`src/rtl/hazard_scoreboard.sv`:
```
// RAW hazard unit for the ID stage: tracks in-flight register writes in a shift scoreboard.
// Optional stall/freeze statistics counters are built when HAZARD_STATS_EN is defined.
module hazard_scoreboard #(
    parameter int REG_AW      = 4,
    parameter int STAGES      = 2,
    parameter int LOAD_SHADOW = 1,
    parameter int CNT_W       = 32
) (
    input  logic              clk,
    input  logic              rst,
    input  logic              forward_en,
    input  logic              id_valid,
    input  logic [REG_AW-1:0] id_src1,
    input  logic [REG_AW-1:0] id_src2,
    input  logic              id_use_src1,
    input  logic              id_use_src2,
    input  logic              id_wb_en,
    input  logic [REG_AW-1:0] id_dest,
    input  logic              id_mem_r_en,
    input  logic              flush,
    input  logic              mem_busy,
    output logic              hazard,
    output logic              freeze,
    output logic [STAGES-1:0] sb_valid,
    output logic [CNT_W-1:0]  stall_cycles,
    output logic [CNT_W-1:0]  freeze_cycles
);

    logic [STAGES-1:0] v;
    logic [STAGES-1:0] ld;
    logic [REG_AW-1:0] dest [STAGES];
    logic              raw;

    // With forwarding only a load still inside the shadow window blocks the reader.
    always_comb begin
        raw = 1'b0;
        for (int i = 0; i < STAGES; i++) begin
            if (v[i] && ((id_use_src1 && (id_src1 == dest[i])) ||
                         (id_use_src2 && (id_src2 == dest[i])))) begin
                if (!forward_en) begin
                    raw = 1'b1;
                end else if (ld[i] && (i < LOAD_SHADOW)) begin
                    raw = 1'b1;
                end
            end
        end
    end

    assign hazard   = id_valid && !flush && raw;
    assign freeze   = mem_busy;
    assign sb_valid = v;

    always_ff @(posedge clk) begin
        if (rst) begin
            v  <= '0;
            ld <= '0;
            for (int i = 0; i < STAGES; i++) begin
                dest[i] <= '0;
            end
        end else if (!mem_busy) begin
            for (int i = 1; i < STAGES; i++) begin
                v[i]    <= v[i-1];
                ld[i]   <= ld[i-1];
                dest[i] <= dest[i-1];
            end
            v[0]    <= id_valid && !flush && !hazard && id_wb_en;
            ld[0]   <= id_mem_r_en;
            dest[0] <= id_dest;
        end
    end

`ifdef HAZARD_STATS_EN
    localparam logic [CNT_W-1:0] CNT_ONE = {{(CNT_W-1){1'b0}}, 1'b1};

    logic [CNT_W-1:0] stall_q;
    logic [CNT_W-1:0] freeze_q;

    always_ff @(posedge clk) begin
        if (rst) begin
            stall_q  <= '0;
            freeze_q <= '0;
        end else begin
            if (hazard && !mem_busy && (stall_q != '1)) begin
                stall_q <= stall_q + CNT_ONE;
            end
            if (mem_busy && (freeze_q != '1)) begin
                freeze_q <= freeze_q + CNT_ONE;
            end
        end
    end

    assign stall_cycles  = stall_q;
    assign freeze_cycles = freeze_q;
`else
    assign stall_cycles  = '0;
    assign freeze_cycles = '0;
`endif

endmodule

```
`config.mk`:
```
export PLATFORM = sky130hd
export DESIGN_NAME = hazard_scoreboard
export DESIGN_NICKNAME = d
export VERILOG_FILES = /design/src/rtl/hazard_scoreboard.sv
export SDC_FILE = /design/constraint.sdc
export NUM_CORES = 1
export LEC_CHECK = 0
export ABC_AREA = 1
export CORE_MARGIN = 4
export CORE_UTILIZATION = 37
export CTS_CLUSTER_DIAMETER = 150
export DETAILED_ROUTE_END_ITERATION = 16
export PLACE_DENSITY = 0.94
export SYNTH_ARGS = -nofsm -noshare
export SYNTH_HDL_FRONTEND = slang
export SYNTH_SLANG_ARGS = --single-unit
```
`constraint.sdc`:
```
create_clock -name clk -period 1.6 [get_ports clk]
set_input_delay 0.16 -clock clk [delete_from_list [all_inputs] [get_ports clk]]
set_output_delay 0.16 -clock clk [all_outputs]
set_load 0.01 [all_outputs]
```
==> results of run 1 <==
[worst paths after layout]
| path | from | cells after the start | slack [ns] | end |
|---|---|---|---|---|
| worst max-delay path | dest[0][2] | 8 | 0.02 | hazard |
| worst min-delay path | id_mem_r_en | 3 | 0.46 | ld[0] |
| worst max register to register | dest[0][6] | 9 | 0.36 | sb_valid[0] |
| worst min register to register | ld[0] | 2 | 0.49 | ld[0] |
[per-stage QoR]
step	cells	cell area, µm²	hold WS [ns]
6_report	250	1320	0.459
3_5_place_dp	245	1280	0.478
3_3_place_gp	245	1280	0.471
5_1_grt	250	1320	0.455
4_1_cts	249	1300	0.459
2_1_floorplan	240	1450	0.298
[cells by family after synthesis]
kind of cell / after synthesis
other cells: 1
buf+inv: 90
compound gates: 7
xor+xnor: 3
flops: 11
simple gates: 65
[cells in the mapped netlist, drive strengths merged]
library cell | count | area, µm²
o21ai | 3 | 15.0
nand2 | 36 | 138
edfxtp | 8 | 240
conb | 1 | 3.75
buf | 66 | 493
xnor2 | 3 | 26.3
nor2 | 21 | 78.8
nor3b | 1 | 7.51
or2 | 1 | 6.26
a21oi | 2 | 13.8
o22ai | 2 | 12.5
inv | 24 | 90.1
dfxtp | 3 | 60.1
nand3 | 6 | 30.0
[sequential cells by signal, indices dropped and copies added (netlist names)]
| register | count |
|---|---|
| dest | 8 |
| sb_valid | 2 |
| ld | 1 |
[routing by layer]
layer	global-route usage, %	vias up	share of wire [%]
li1	-	461	-
met1	10.4	370	38
met2	13.4	48	50
met3	3.08	2	12
met4	3.11	0	0.20
met5	0	-	0
[where the power goes]
group,leakage (nW),switching [mW],internal (mW)
registers,0.112,0.0120,0.324
logic,0.596,0.143,0.0872
clock network,0.0177,0.0869,0.0922
[critical path, stage by stage (launching register included)]
cell and delay (ns):
edfxtp_1 0.43, nand2_1 0.10, nand2_1 0.05, nor2_1 0.09
nand3_1 0.11, nand2_2 0.10, nand2_2 0.06, a21oi_2 0.10
buf_2 0.14
[repair_timing]
action                     CTS  global route
hold buffers                 0             0
pin swaps                    2             5
buffers inserted             0             1
resized for setup            6             3
setup endpoints to repair    1             1
[area by class of cell]
class / instances / area (µm²)
clock buffer: 3 / 22.5
clock inverter: 1 / 5.00
fill: 344 / 1790
inverter: 24 / 90.1
multi-input combinational: 139 / 573
sequential: 11 / 300
tap: 44 / 55.1
timing repair buffer: 28 / 270
[layout by cell type (no fill, tap or decap), drive strengths merged]
master         instances
a21oi                  2
buf                    4
clkbuf                 3
clkdlybuf4s50         23
clkinv                 1
conb                  64
dfxtp                  3
dlymetal6s2s           1
edfxtp                 8
inv                   24
nand2                 36
nand3                  6
nor2                  21
nor3b                  1
o21ai                  3
o22ai                  2
or2                    1
xnor2                  3
==> qor.yml, run 1 <==
outcome: "finished clean"
grt_overflow: 0
synth_compound_area_share_pct: 3.40
grt_max_degree: 12
syn_inst: 177
fp.dieH_um: 65.3
synth-simple-area-share_pct: 21.4
netlist_area_mm2: 0.00121
clock-sinks: 11
synth-seq-cells: 11
coreArea_mm2: 0.00310
start_util_pct: 39.2
setup_ws_ns: 0.0178
cts_root_buffer: "clkbuf_4"
drtIter0Drc: 23
clock_skew_ns: 0.00652
clkLatencyLatePin_ns: 0.26
fp.dieW_um: 65.3
area_growth_pct: 8.34
total_power_mw: 0.746
synthMuxAreaShare_pct: 0
drc: 0
drive_above_1_share_pct: 7.77
grt_pass1_vias: 741
fmax_mhz: 632
syn_avg_cell_area_um2: 6.86
wl_per_cell_um: 8.00
period_needed_ns: 1.58
rsz0062_at_grt: "true"
num_rows: 20
post-place-ws_ns: -0.406
grt_pass1_wl_um: 2860
path_class: "reg2out"
finalNetCount: 229
ios: 90
die_area_mm2: 0.00426
place.gp.congestion: 0.823
cts_buffers: 3
ir_worst_vdd_mv: 0.379
ys_seq_area_share_pct: 24.7
hpwl_um: 1770
vias: 881
slew_viol_final: 0
clk_pin_slew_ns: 0.07
cp-end-kind: "output pin"
crit_required_ns: 1.44
synth_top_family_by_area: "buffers and inverters"
clk_path_buf_depth: 2
htree_num_levels: 1
fin_crit_sh_pct: 98.9
drv_cap: 0
synth_fa_ha_area_share_pct: 0
synth_cell_types: 19
synth-xor-area-share_pct: 2.16
io_buffers: 25
drt_wl_total_um: 2000
start_kind: "flip-flop"
power_density_mw_per_mm2: 566
p_leak_nw: 0.726
ant_nets: 0
drt_pass1_iterations: 4
min_path_type: "in2reg"
synth_warnings: 0
tns_ns: 0
setup_viol_count_final: 0
num_antenna_cells: 0
finish.utilization_pct: 42.4
cp.arrival_ns: 1.42
worstPathMaxFanout: 3
final_hold_viol_count: 0
grt_util_all_layers_pct: 8.44
routed_via_density: 3.52
cts_tree: "built"
antenna_found_initial: 0
Power figures use the tool's default switching activity.
==> run 2, diff against run 1 <==
--- a/config.mk
+++ b/config.mk
@@ -11,6 +11,7 @@
 export CTS_CLUSTER_DIAMETER = 150
 export DETAILED_ROUTE_END_ITERATION = 16
 export PLACE_DENSITY = 0.94
+export SLEW_MARGIN = 20
 export SYNTH_ARGS = -nofsm -noshare
 export SYNTH_HDL_FRONTEND = slang
 export SYNTH_SLANG_ARGS = --single-unit
==> results of run 2 <==
No change in the layout: final DEF, timing and power equal those of run 1.
==> run 3, diff against run 2 <==
--- a/config.mk
+++ b/config.mk
@@ -6,6 +6,7 @@
 export NUM_CORES = 1
 export LEC_CHECK = 0
 export ABC_AREA = 1
+export ABC_CLOCK_PERIOD_IN_PS = 1600
 export CORE_MARGIN = 4
 export CORE_UTILIZATION = 37
 export CTS_CLUSTER_DIAMETER = 150
==> results of run 3 <==
No change in the layout: final DEF, timing and power equal those of run 1.
